<file path="src/rtl/div_unit_if.sv">
// div_unit_if: request/response bundle between the execute stage and the divider.
interface div_unit_if;
  logic        start;
  logic        flush;
  logic [1:0]  op;
  logic [31:0] data1;
  logic [31:0] data2;
  logic [31:0] result;
  logic        busy;
  logic        done;
  modport master (output start, flush, op, data1, data2, input result, busy, done);
  modport slave  (input start, flush, op, data1, data2, output result, busy, done);
endinterface

</file>
<file path="src/rtl/div_unit.sv">
// div_unit: multi-cycle restoring radix-2 divider for DIV/DIVU/REM/REMU.
module div_unit (
  input logic       clk,
  input logic       rst_n,
  div_unit_if.slave bus
);
  localparam logic [1:0] IDLE = 2'd0, CALC = 2'd1, FINISH = 2'd2;
  logic [1:0]  state, op_q;
  logic [31:0] rem, quo, dvs, spec_res, result_q;
  logic        q_neg, r_neg, special, done_q;
  logic [4:0]  cnt;
  logic        sgn, s1, s2, zero, ovf, ge, neg;
  logic [31:0] abs1, abs2, diff, val;
  logic [32:0] shifted;
  always_comb begin
    sgn     = !bus.op[0];
    s1      = sgn & bus.data1[31];
    s2      = sgn & bus.data2[31];
    abs1    = s1 ? -bus.data1 : bus.data1;
    abs2    = s2 ? -bus.data2 : bus.data2;
    zero    = bus.data2 == 32'd0;
    ovf     = sgn && bus.data1 == 32'h8000_0000 && bus.data2 == 32'hFFFF_FFFF;
    shifted = {rem, quo[31]};
    ge      = shifted >= {1'b0, dvs};
    diff    = shifted[31:0] - dvs;
    val     = op_q[1] ? rem : quo;
    neg     = op_q[1] ? r_neg : q_neg;
  end
  always_ff @(posedge clk or negedge rst_n) begin
    if (!rst_n) begin
      state    <= IDLE;
      op_q     <= 2'd0;
      rem      <= 32'd0;
      quo      <= 32'd0;
      dvs      <= 32'd0;
      spec_res <= 32'd0;
      result_q <= 32'd0;
      q_neg    <= 1'b0;
      r_neg    <= 1'b0;
      special  <= 1'b0;
      done_q   <= 1'b0;
      cnt      <= 5'd0;
    end else begin
      done_q <= 1'b0;
      if (bus.flush) state <= IDLE;
      else case (state)
        IDLE: if (bus.start) begin
          op_q     <= bus.op;
          rem      <= 32'd0;
          quo      <= abs1;
          dvs      <= abs2;
          q_neg    <= s1 ^ s2;
          r_neg    <= s1;
          cnt      <= 5'd0;
          special  <= zero | ovf;
          // divide-by-zero wins over overflow: the divisor is zero, not -1
          spec_res <= zero ? (bus.op[1] ? bus.data1 : 32'hFFFF_FFFF)
                           : (bus.op[1] ? 32'd0 : 32'h8000_0000);
          state    <= (zero | ovf) ? FINISH : CALC;
        end
        CALC: begin
          rem   <= ge ? diff : shifted[31:0];
          quo   <= {quo[30:0], ge};
          cnt   <= cnt + 5'd1;
          state <= (cnt == 5'd31) ? FINISH : CALC;
        end
        FINISH: begin
          result_q <= special ? spec_res : (neg ? -val : val);
          done_q   <= 1'b1;
          state    <= IDLE;
        end
        default: state <= IDLE;
      endcase
    end
  end
  assign bus.result = result_q;
  assign bus.done   = done_q;
  assign bus.busy   = state != IDLE;
endmodule

</file>
<file path="src/flat_wrapper.sv">
// flat-port wrapper written by rule: the top's interface ports become plain ports
module div_unit_flat 
  (clk, rst_n, bus_start, bus_flush, bus_op, bus_data1, bus_data2, bus_result, bus_busy, bus_done);
  div_unit_if bus_i ();
  input logic clk;
  input logic rst_n;
  input wire logic [$bits(bus_i.start)-1:0] bus_start;
  input wire logic [$bits(bus_i.flush)-1:0] bus_flush;
  input wire logic [$bits(bus_i.op)-1:0] bus_op;
  input wire logic [$bits(bus_i.data1)-1:0] bus_data1;
  input wire logic [$bits(bus_i.data2)-1:0] bus_data2;
  output wire logic [$bits(bus_i.result)-1:0] bus_result;
  output wire logic [$bits(bus_i.busy)-1:0] bus_busy;
  output wire logic [$bits(bus_i.done)-1:0] bus_done;
  assign bus_i.start = bus_start;
  assign bus_i.flush = bus_flush;
  assign bus_i.op = bus_op;
  assign bus_i.data1 = bus_data1;
  assign bus_i.data2 = bus_data2;
  assign bus_result = bus_i.result;
  assign bus_busy = bus_i.busy;
  assign bus_done = bus_i.done;
  div_unit u_core (.clk(clk), .rst_n(rst_n), .bus(bus_i));
endmodule
</file>
<file path="config.mk">
export PLATFORM = sky130hd
export DESIGN_NAME = div_unit_flat
export DESIGN_NICKNAME = d
export VERILOG_FILES = /design/src/rtl/div_unit_if.sv /design/src/rtl/div_unit.sv /design/src/flat_wrapper.sv
export SDC_FILE = /design/constraint.sdc
export NUM_CORES = 1
export LEC_CHECK = 0
export BUFFER_PORTS_ARGS = -buffer_cell sky130_fd_sc_hd__buf_2
export CAP_MARGIN = 20
export CORE_MARGIN = 5
export CORE_UTILIZATION = 55
export CTS_CLUSTER_DIAMETER = 100
export DETAILED_ROUTE_END_ITERATION = 8
export MAX_ROUTING_LAYER = met4
export PLACE_DENSITY = 0.77
export SETUP_SLACK_MARGIN = 0.05
export SKIP_LAST_GASP = 1
export SLEW_MARGIN = 10
export SYNTH_ARGS = -nofsm -noshare
export SYNTH_HDL_FRONTEND = slang
export SYNTH_SLANG_ARGS = --single-unit
export TNS_END_PERCENT = 100
</file>
<file path="constraint.sdc">
create_clock -name clk -period 3.23 [get_ports clk]
set_input_delay 0.646 -clock clk [delete_from_list [all_inputs] [get_ports clk]]
set_output_delay 0.646 -clock clk [all_outputs]
set_load 0.03 [all_outputs]
</file>
== Word-level counts from Yosys, hierarchy flattened ==
Cells that the tools add are included.

* $add $sub $neg: 5
* Multiply operators: 0
* Divide/modulo/power cells: 0
* Magnitude comparators: 1
* Eq/ne operators: 7
* Shifts and indexed selects: 0
* Multiplexer cells: 23
* Bitwise gates (word level): 5
* Reductions and logical operators: 10

{| class="wikitable"
|+ Operators by type and width
! operator !! number
|-
| 32-bit two-way mux || 11
|-
| 32-bit one-hot mux with 2 select lines || 2
|-
| 32-bit negator || 3
|-
| 32-bit == test, second input constant || 2
|-
| 33-bit by 32-bit >= comparator with 1-bit output || 1
|-
| 32-bit zero test || 1
|-
| 32-bit subtractor || 1
|-
| 5-bit one-hot mux with 2 select lines || 1
|-
| 2-bit two-way mux || 4
|-
| 3-bit AND reduction || 2
|-
| 5-bit by 1-bit adder with 5-bit output, second input constant || 1
|-
| 5-bit == test, second input constant || 1
|-
| 5-bit two-way mux || 1
|-
| 2-bit one-hot mux with 2 select lines || 1
|-
| 2-bit nonzero test || 2
|-
| 1-bit two-way mux || 3
|-
| 3-bit inequality test, second input constant || 1
|-
| 1-bit bitwise AND || 2
|-
| 2-bit by 1-bit == test with 1-bit output, second input constant || 1
|-
| 2-bit == test, second input constant || 1
|-
| 1-bit logical AND || 2
|-
| 2-bit zero test || 1
|-
| 2-bit inequality test, second input constant || 1
|-
| 2-bit AND reduction || 1
|-
| 4 further kinds || 4
|}

* Flip-flop bits (word level): 173
* Bits in latches: 0
* Memory bits (writable): 0
* ROM bits: 0
* Input port bits: 70
* Logic and storage cells: 63
* Memories kept: 0

== Logic depth before layout (Yosys ltp) ==
Gate-level depths: netlist of run 1.

* Depth after elaboration: 8
* Mapped depth: 17
* Mapped depth without buffers: 12

== Worst setup path after synthesis of run 1 ==
OpenSTA, ideal clock, no wires.

* Path type: reg2reg
* Start point: register u_core.op_q[1]
* End point: register u_core.result_q[22], in the netlist u_core.bus.result[22]
* Library setup time: 0.137 ns
* Data arrival time: 3.288 ns
* Required time: 3.093 ns
* Path slack: -0.195 ns
* Stages on the path, launching flop included: 17
* Clock period less this slack: 3.425 ns
* Cells stage by stage: dfrtp_1 buf_6 buf_6 buf_2 buf_2 buf_4 buf_2 mux2i_1 ha_1 o21ai_0 or4_1 clkbuf_1 o31ai_1 xor2_1 nor2_1 a21oi_1 a21oi_1

* Cells in the longest elaborated chain, start to end: 4
* Elaborated cells on any way between the ends: 5
* Those cells by class: add/sub (1); mux (4)

{| class="wikitable"
|+ Ends and longest elaborated chain
! item !! RTL line !! text
|-
| from (decl) || div_unit.sv:8 || <nowiki>logic [1:0] state, op_q;</nowiki>
|-
| from (signal assigned) || div_unit.sv:48 || <nowiki>op_q <= bus.op;</nowiki>
|-
| 32-bit two-way mux || div_unit.sv:26 || <nowiki>val = op_q[1] ? rem : quo;</nowiki>
|-
| 32-bit negator || div_unit.sv:68 || <nowiki>result_q <= special ? spec_res : (neg ? -val : val);</nowiki>
|-
| 32-bit two-way mux (*) (2 in series) || div_unit.sv:68 ||
|-
| to (signal assigned) || div_unit.sv:68 ||
|-
| to (decl) || div_unit.sv:9 || <nowiki>logic [31:0] rem, quo, dvs, spec_res, result_q;</nowiki>
|}

Mark *: on every way between the ends. The rest lies on a longest branch, timed or not.
A chain may end at the register's enable or synchronous reset.

== Worst setup path after layout of run 1 ==
* Start point: register u_core.rem[9]
* End point: register u_core.rem[15]

* Cells in the longest elaborated chain, start to end: 3
* Elaborated cells on any way between the ends: 4
* Those cells by class: add/sub (1); order compare (1); mux (2)

{| class="wikitable"
|+ Ends and longest elaborated chain
! item !! RTL line !! text
|-
| from (decl) || div_unit.sv:9 ||
|-
| from (signal assigned) || div_unit.sv:62 || <nowiki>rem <= ge ? diff : shifted[31:0];</nowiki>
|-
| 32-bit subtractor / 33-bit by 32-bit >= comparator with 1-bit output (equally long branches) || div_unit.sv:25, div_unit.sv:24 ||
|-
| 32-bit two-way mux (*) || div_unit.sv:62 ||
|-
| 32-bit one-hot mux with 2 select lines (*) || div_unit.sv:46 || <nowiki>else case (state)</nowiki>
|}

Marks and branches as above.

==> flow_summary.json, run 1 <==
{
  "finalHoldViolations": 0,
  "antenna_cells": 0,
  "initial_core_util_pct": 55.3,
  "max_freq_ghz": 0.326,
  "netlist_instances": 1424,
  "drt-wirelength-per-cell_um": 18.1,
  "p_int_mw": 6.44,
  "yosys_most_used_dff": "dfrtp_1",
  "core_um2": 21600,
  "fill_cells": 1887,
  "min_period_ps": 3070,
  "grt_overflow": 0,
  "rsz0062_at_grt": "yes",
  "setup_slack_ps": 162,
  "end_kind": "register",
  "dr_total_vias": 10900,
  "peakVddDrop_uv": 497,
  "cp_slowest_cell": "dfrtp_1",
  "drive_gt1_share_pct": 17.0,
  "h-tree-depth": 4,
  "ys_seq_area_share_pct": 36.0,
  "reg2reg_to": "u_core.rem[15]",
  "slew_headroom_pct": 39.8,
  "insertion_delay_ps": 440,
  "setup_violations": 0,
  "p_switching_mw": 5.21,
  "hpwl_mm": 24.1,
  "hold_ws_ps": 200,
  "worst_setup_path_start_kind": "register",
  "postRouteAntennaNets": 0,
  "clockBufferDepth": 2,
  "drv_cap": 0,
  "routed_wirelength_mm": 32.8,
  "hp-class": "input port to asynchronous set/reset pin",
  "final_util_pct": 62.8,
  "p_total_mw": 11.6,
  "synthToLayoutAreaGrowth_pct": 13.4,
  "yosys_register_bits": 172,
  "die_h_um": 157,
  "crit_chain": "ha_1 -> a21oi_1 -> o21ai_1 -> or3_1 -> a41o_1 -> a31oi_2 -> o211ai_2 -> a31o_1 -> buf_12 -> or2_0 -> a32o_1",
  "clkTransAtPathRegs_ps": 70,
  "cp.required_ps": 3560,
  "seq_area_um2": 4310,
  "rrSetupSlack_ps": 160,
  "synth_area_leader_cell": "dfrtp_1",
  "clkPwrFrac_pct": 17.6,
  "finish.net_count": 1624,
  "gp_congestion": 0.975,
  "synthArstFlopShare_pct": 100,
  "dp.cells": 1775,
  "yosysMostFrequentCell": "dfrtp_1",
  "cp_top_family": "compound AO/OA/AOI/OAI gates",
  "syn-mean-instance-area_um2": 8.40,
  "yosys-top-cells-area": "dfrtp_1 (36%), o21ai_0 (5.8%), nand2_1 (5.4%)",
  "fin_tns_setup_ps": 0,
  "post-route-period-util_pct": 95.0,
  "grt.total_usage_pct": 27.2,
  "yosysTopAreaCellShare_pct": 36.0,
  "crit_type": "register to register",
  "io_pins": 104,
  "syn_area_um2": 12000,
  "path_buf_inv": 1,
  "ys_top_cells_by_count": "dfrtp_1 (172), nand2_1 (171), o21ai_0 (139), nor2_1 (133), a21oi_1 (123)",
  "synth_edf_count": 0,
  "powerDensity_nw_per_um2": 858,
  "fin_skew_ps": 8.92,
  "grt_max_degree": 95,
  "dp_slack_ps": -5.41,
  "synth_fp_nets": 1533,
  "synth.distinct_cells": 74,
  "worst_pin_slew_ps": 903,
  "arrival_ps": 3390,
  "rows": 54,
  "fin_cells": 1808,
  "die_w_um": 157,
  "antenna_found_initial": 0,
  "switching_share_pct": 44.7,
  "multiInputGateArea_um2": 7130,
  "status": "complete, no violations",
  "grt_pass1_vias": 10300,
  "drc": 0,
  "numCtsBuffers": 17,
  "r2r_start": "u_core.rem[9]",
  "die_area_um2": 24800,
  "tritoncts": "yes",
  "power_frac_seq_pct": 27.1,
  "port_buffers": 103,
  "reg2regPathDepth": 11,
  "drt_iter0_markers": 948,
  "cts.sinks": 172,
  "firstDrtPassIters": 7,
  "slowest_delay_ps": 470,
  "grt_pass1_wl_mm": 52.5,
  "clockRootBuffer": "clkbuf_16",
  "path_max_fanout": 25,
  "vias_per_cell": 6.02,
  "placed_area_um2": 13000,
  "ys_warn_count": 0,
  "comb_power_share_pct": 55.3,
  "leakage_nw": 6.18,
  "drv_slew": 0,
  "final_cell_area_um2": 13600
}
==> worst register-to-register path, delay by kind of cell, from the launching register on <==
family / cells / cell delay [ps]
flip-flops: 1 / 470
AND/OR/NAND/NOR: 2 / 550
AO/OA/AOI/OAI: 7 / 1440
adder cells (fa/ha/maj): 1 / 320
buffers and inverters: 1 / 190
==> what timing repair did <==
action                                  in CTS  in global routing
gates resized for setup                      0                  4
setup buffers                                0                  1
endpoints found under the setup margin       0                  5
hold buffers                                 0                  0
==> cell type report <==
| type | instances | share of cell area (%) |
|---|---|---|
| clock buffers | 18 | 3.16 |
| clock inverters | 14 | 1.00 |
| inverters | 56 | 1.55 |
| multi-input cells | 1115 | 52.5 |
| flip-flops and latches | 172 | 31.7 |
| well taps | 280 | 2.58 |
| repair buffers | 153 | 7.44 |
==> power groups by stage <==
stage / logic (mW) / registers (mW) / clock network (mW)
2_1_floorplan: 4.77 / 2.96 / 0
3_3_place_gp: 6.19 / 3.17 / 0
3_5_place_dp: 6.28 / 3.18 / 0
4_1_cts: 6.32 / 3.14 / 2.07
5_1_grt: 7.09 / 3.21 / 2.16
6_report: 6.44 / 3.16 / 2.05
==> state kept, by name (all words and copies together), names as in the netlist <==
signal	count
u_core.bus.done	1
u_core.bus.result	32
u_core.cnt	5
u_core.dvs	32
u_core.op_q	1
u_core.q_neg	1
u_core.quo	32
u_core.r_neg	1
u_core.rem	32
u_core.spec_res	32
u_core.special	1
u_core.state	2
==> how the worst max path moves through the flow <==
stage	startpoint	endpoint	slack, ps	depth (start not counted)
after floorplan	u_core.op_q[1]	u_core.bus.result[22]	80	16
after global placement	bus_data2[8]	u_core.spec_res[31]	40	10
after detailed placement	bus_data2[8]	u_core.spec_res[16]	-5	8
after CTS	u_core.dvs[1]	u_core.rem[15]	140	12
after global routing	u_core.dvs[12]	u_core.rem[15]	40	12
final	u_core.rem[9]	u_core.rem[15]	160	11
==> cells by family (layout without fill, tap and decap cells) <==
logic type,count (synthesis),count (layout),share of synthesized area (%)
simple gates,480,480,19.0
mux,67,67,5.76
compound gates,413,413,21.7
fa+ha+maj,39,39,4.14
xor+xnor,116,116,8.49
flops,172,172,36.0
buf+inv,137,241,4.90
==> layer usage <==
metal	part of all wire (%)	GRT usage, %	vias up
li1	-	-	5231
met1	43	35.2	5250
met2	49	44.6	334
met3	5.3	4.04	69
met4	2.7	8.32	0
met5	0	-	-
==> cells in the final DEF, fill, tap and decap left out, types with 4 or more instances in the layout <==
cell type and n:
a31oi_1 12, dfrtp_1 169, inv_6 5, nor3b_1 6
clkbuf_16 17, buf_4 41, xor2_1 56, buf_12 9
o31ai_1 14, nor3_1 35, mux2i_1 52, o31ai_2 27
nand4_1 16, and3_1 11, nand3_1 14, a2bb2oi_1 6
o22ai_1 32, ha_1 37, buf_2 102, or2_2 5
nor3b_2 4, inv_1 54, a21oi_1 123, or3_1 9
a22o_1 4, o21ai_0 139, and2_1 4, nand2_1 170
o21ai_1 4, nor2b_1 33, nand2b_1 14, or4_1 5
nor4_1 5, o41ai_1 4, o211ai_1 5, nor2_1 131
mux2_2 15, xnor2_1 60, a21o_1 5, a22oi_1 4
(Power assumes the default switching activity.)
==> run 2: changes to the inputs <==
--- a/config.mk
+++ b/config.mk
@@ -9,6 +9,7 @@
 export CAP_MARGIN = 20
 export CORE_MARGIN = 5
 export CORE_UTILIZATION = 55
+export CTS_BUF_LIST = sky130_fd_sc_hd__clkbuf_2 sky130_fd_sc_hd__clkbuf_4 sky130_fd_sc_hd__clkbuf_8
 export CTS_CLUSTER_DIAMETER = 100
 export DETAILED_ROUTE_END_ITERATION = 8
 export MAX_ROUTING_LAYER = met4
==> flow_summary.json, run 2 (synthesis results as in run 1) <==
{
  "status": "complete, no violations",
  "gp_congestion": 0.975,
  "powerDensity_nw_per_um2": 828,
  "firstDrtPassIters": 6,
  "fin_skew_ps": 14.9,
  "arrival_ps": 3450,
  "max_freq_ghz": 0.325,
  "rsz0062_at_grt": "yes",
  "drv_cap": 0,
  "io_pins": 104,
  "end_kind": "register",
  "die_w_um": 157,
  "grt_overflow": 0,
  "final_cell_mix": "nand2_1 (170), dfrtp_1 (169), o21ai_0 (139)",
  "power_frac_seq_pct": 28.4,
  "port_buffers": 103,
  "worst_pin_slew_ps": 888,
  "hpwl_mm": 24.1,
  "dp_slack_ps": -5.41,
  "post-route-period-util_pct": 95.3,
  "routed_wirelength_mm": 32.4,
  "hp-class": "input port to asynchronous set/reset pin",
  "placed_area_um2": 13000,
  "cp.required_ps": 3600,
  "crit_type": "register to register",
  "hold_ws_ps": 150,
  "vias_per_cell": 5.98,
  "numCtsBuffers": 17,
  "clockRootBuffer": "clkbuf_8",
  "setup_slack_ps": 151,
  "slew_headroom_pct": 40.8,
  "cts.sinks": 172,
  "path_max_fanout": 25,
  "p_total_mw": 11.1,
  "final_cell_area_um2": 13400,
  "fill_cells": 1926,
  "drt-wirelength-per-cell_um": 17.9,
  "die_h_um": 157,
  "grt_max_degree": 95,
  "drv_slew": 0,
  "comb_power_share_pct": 57.8,
  "synthToLayoutAreaGrowth_pct": 11.9,
  "die_area_um2": 24800,
  "clockBufferDepth": 2,
  "final_util_pct": 61.9,
  "grt.total_usage_pct": 27.0,
  "drive_gt1_share_pct": 17.1,
  "peakVddDrop_uv": 373,
  "final_common_cell": "nand2_1",
  "finish.net_count": 1624,
  "antenna_found_initial": 1,
  "tritoncts": "yes",
  "p_switching_mw": 5.10,
  "postRouteAntennaNets": 0,
  "drc": 0,
  "initial_core_util_pct": 55.3,
  "grt_pass1_vias": 10200,
  "clkTransAtPathRegs_ps": 100,
  "rows": 54,
  "insertion_delay_ps": 480,
  "min_period_ps": 3080,
  "finalHoldViolations": 0,
  "clkPwrFrac_pct": 13.8,
  "h-tree-depth": 4,
  "p_int_mw": 5.99,
  "cts_hold_buf": 0,
  "drt_iter0_markers": 900,
  "worst_setup_path_start_kind": "register",
  "setup_violations": 0,
  "switching_share_pct": 46.0,
  "dr_total_vias": 10800,
  "leakage_nw": 6.09,
  "core_um2": 21600,
  "grt_pass1_wl_mm": 52.1
}
-- run 2: routing by layer --
layer	global-route usage (%)	part of all wire (%)
met4	8.11	2.6
met3	3.77	5.2
met2	44.2	50
met1	34.9	43
met5	-	0
-- run 2: path summary, 6_finish.rpt --
check	cells after the start	startpoint	slack (ps)	end
max	11	u_core.rem[9]	150	u_core.rem[15]
max reg2reg	11	u_core.rem[9]	150	u_core.rem[15]
min in group clk	3	bus_data2[1]	470	u_core.dvs[1]
min	1	rst_n	150	u_core.bus.result[9]
min reg2reg	2	u_core.dvs[17]	490	u_core.dvs[17]
max in group asynchronous	3	rst_n	2240	u_core.spec_res[21]
-- run 2: area by class of cell --
cell class	instances	area [um2]	share of cell area [%]
multi-input combinational	1115	7130	53.3
sequential	172	4310	32.2
timing repair buffer	153	1010	7.54
tap	280	350	2.62
clock buffer	18	241	1.80
inverter	56	210	1.57
clock inverter	14	136	1.02
antenna	1	2.50	0.0187
-- run 2: critical path, cell delays in order, from the launching register on --
cell and delay (ps):
dfrtp_1 480, ha_1 320, a21oi_1 190, o21ai_1 110
or3_1 330, a41o_1 260, a31oi_2 200, o211ai_2 130
a31o_1 290, buf_12 190, or2_0 220, a32o_1 250
-- run 2: through the flow --
step,instances,setup TNS [ps]
after floorplan,1424,0
after global placement,1775,0
after detailed placement,1775,-8.14
after CTS,1807,0
after global routing,1809,0
final,1809,0
-- run 2: power by group through the flow --
stage | combinational (mW) | clock (mW) | sequential [mW]
6_report | 6.41 | 1.53 | 3.15
5_1_grt | 7.09 | 1.63 | 3.21
4_1_cts | 6.31 | 1.55 | 3.14
3_5_place_dp | 6.28 | 0 | 3.18
3_3_place_gp | 6.19 | 0 | 3.17
2_1_floorplan | 4.77 | 0 | 2.96
-- run 2: what timing repair did --
item | in CTS | in global routing
gates resized for setup | 0 | 5
buffers inserted | 0 | 1
endpoints found under the setup margin | 0 | 6
==> run 3: changes to the inputs <==
--- a/config.mk
+++ b/config.mk
@@ -5,6 +5,7 @@
 export SDC_FILE = /design/constraint.sdc
 export NUM_CORES = 1
 export LEC_CHECK = 0
+export ABC_AREA = 1
 export BUFFER_PORTS_ARGS = -buffer_cell sky130_fd_sc_hd__buf_2
 export CAP_MARGIN = 20
 export CORE_MARGIN = 5
==> flow_summary.json, run 3 <==
{
  "comb_power_share_pct": 41.3,
  "dr_total_vias": 15000,
  "powerDensity_nw_per_um2": 475,
  "synth_area_leader_cell": "dfrtp_1",
  "routed_wirelength_mm": 49.3,
  "reg2regPathDepth": 13,
  "numCtsBuffers": 17,
  "drt-wirelength-per-cell_um": 18.9,
  "peakVddDrop_uv": 248,
  "rrSetupSlack_ps": 360,
  "clkPwrFrac_pct": 22.8,
  "die_w_um": 168,
  "hp-class": "input port to asynchronous set/reset pin",
  "die_area_um2": 28400,
  "synth_fp_nets": 2306,
  "antenna_cells": 0,
  "synth_edf_count": 0,
  "grt.total_usage_pct": 35.5,
  "reg2reg_to": "u_core.rem[30]",
  "clockBufferDepth": 2,
  "leakage_nw": 8.05,
  "setup_violations": 0,
  "fin_cells": 2604,
  "cp_slowest_cell": "o21ai_0",
  "core_um2": 25000,
  "io_pins": 104,
  "postRouteAntennaNets": 0,
  "yosys_register_bits": 172,
  "initial_core_util_pct": 55.3,
  "worst_setup_path_start_kind": "register",
  "die_h_um": 168,
  "final_util_pct": 59.8,
  "ys_top_cells_by_count": "nand2_1 (709), nor2_1 (270), inv_1 (264), nand3_1 (192), dfrtp_1 (172)",
  "p_switching_mw": 3.20,
  "cp.required_ps": 3590,
  "min_period_ps": 2870,
  "drc": 0,
  "final_common_cell": "nand2_1",
  "yosysMostFrequentCell": "nand2_1",
  "dp_slack_ps": 477,
  "switching_share_pct": 45.2,
  "post-route-period-util_pct": 88.9,
  "setup_slack_ps": 359,
  "grt_overflow": 0,
  "tritoncts": "yes",
  "firstDrtPassIters": 5,
  "end_kind": "register",
  "hpwl_mm": 38.8,
  "netlist_instances": 2197,
  "finish.net_count": 2370,
  "ys_seq_area_share_pct": 31.2,
  "slowest_delay_ps": 470,
  "path_max_fanout": 4,
  "yosys_most_used_dff": "dfrtp_1",
  "post_cts_buffers": 0,
  "rsz0062_at_grt": "no",
  "hold_ws_ps": 107,
  "fill_cells": 2531,
  "clkTransAtPathRegs_ps": 100,
  "cts_resized": 0,
  "arrival_ps": 3240,
  "finalHoldViolations": 0,
  "grt_pass1_vias": 13800,
  "cts.sinks": 172,
  "antenna_found_initial": 0,
  "drt_iter0_markers": 2005,
  "h-tree-depth": 4,
  "crit_type": "register to register",
  "clockRootBuffer": "clkbuf_8",
  "final_cell_mix": "nand2_1 (709), nor2_1 (269), inv_1 (263)",
  "p_int_mw": 3.89,
  "synthArstFlopShare_pct": 100,
  "max_freq_ghz": 0.348,
  "yosysTopAreaCellShare_pct": 31.2,
  "cts_hold_buf": 0,
  "synth.distinct_cells": 47,
  "worst_pin_slew_ps": 1010,
  "yosys-top-cells-area": "dfrtp_1 (31%), nand2_1 (19%), nor2_1 (7.3%)",
  "synthToLayoutAreaGrowth_pct": 8.08,
  "fin_tns_setup_ps": 0,
  "gp_congestion": 1.06,
  "syn_area_um2": 13800,
  "crit_chain": "inv_1 -> ha_1 -> fa_1 -> nor2_1 -> nor2_1 -> o21ai_0 -> nand2_1 -> nand2_1 -> nand2_1 -> nand3_1 -> nand3_1 -> nand2_1 -> nand2_1",
  "vias_per_cell": 5.76,
  "syn-mean-instance-area_um2": 6.28,
  "status": "complete, no violations",
  "crit_top_cell": "nand2_1",
  "drv_slew": 0,
  "slew_headroom_pct": 32.9,
  "grt_max_degree": 80,
  "fin_skew_ps": 24.5,
  "grt_pass1_wl_mm": 76.8,
  "drive_gt1_share_pct": 9.06,
  "r2r_start": "u_core.quo[31]",
  "dp.cells": 2572,
  "power_frac_seq_pct": 36.0,
  "insertion_delay_ps": 480,
  "port_buffers": 103,
  "rows": 58,
  "drv_cap": 0,
  "ys_warn_count": 0
}
-- run 3: worst max-delay path: cells and delay by family (launching register included) --
kind / cells / cell delay, ps
AO/OA/AOI/OAI: 1 / 470
adder cells (fa/ha/maj): 2 / 690
buffers and inverters: 1 / 90
flip-flops: 1 / 440
AND/OR/NAND/NOR: 9 / 1080
-- run 3: worst max path at each step --
stage | from | slack, ps | end | depth (start not counted)
after floorplan | bus_data2[0] | 1170 | u_core.spec_res[10] | 9
after global placement | u_core.op_q[1] | 510 | u_core.bus.result[16] | 12
after detailed placement | u_core.quo[31] | 480 | u_core.rem[30] | 13
after CTS | u_core.quo[31] | 450 | u_core.rem[30] | 13
after global routing | u_core.op_q[1] | 210 | u_core.bus.result[22] | 14
final | u_core.quo[31] | 360 | u_core.rem[30] | 13
-- run 3: area by class of cell --
class | instances | area [um2] | share of cell area (%)
sequential | 172 | 4310 | 28.9
inverter | 272 | 1020 | 6.86
clock inverter | 13 | 149 | 0.998
timing repair buffer | 126 | 744 | 4.99
clock buffer | 19 | 249 | 1.67
multi-input combinational | 1672 | 8040 | 53.9
tap | 330 | 413 | 2.77
-- run 3: logic make-up (layout without fill, tap and decap cells) --
logic type      Yosys count  after routing  synth area share, %
simple gates           1272           1272                 38.5
buf+inv                 353            430                 10.7
compound gates          308            308                 12.8
flops                   172            172                 31.2
xor+xnor                 53             53                 3.36
fa+ha+maj                39             39                 3.59
-- run 3: through the flow --
step                instance area, um2  total power [mW]
floorplan                        13800              4.54
global placement                 14500              5.40
detailed placement               14500              5.42
CTS                              14900              7.01
global route                     14900              7.51
finish                           14900              7.09
-- run 3: metal layers --
metal,vias up,global-route usage [%],part of all wire (%)
met4,0,8.22,2.5
met1,6975,50.5,43
met3,94,6.90,10
met2,769,52.7,44
met5,-,-,0
li1,7154,-,-
-- run 3: power groups by stage --
stage	Combinational (mW)	Sequential [mW]	Clock (mW)
2_1_floorplan	2.03	2.51	0
3_3_place_gp	2.83	2.57	0
3_5_place_dp	2.84	2.58	0
4_1_cts	2.86	2.54	1.61
5_1_grt	3.24	2.57	1.70
6_report	2.93	2.55	1.61
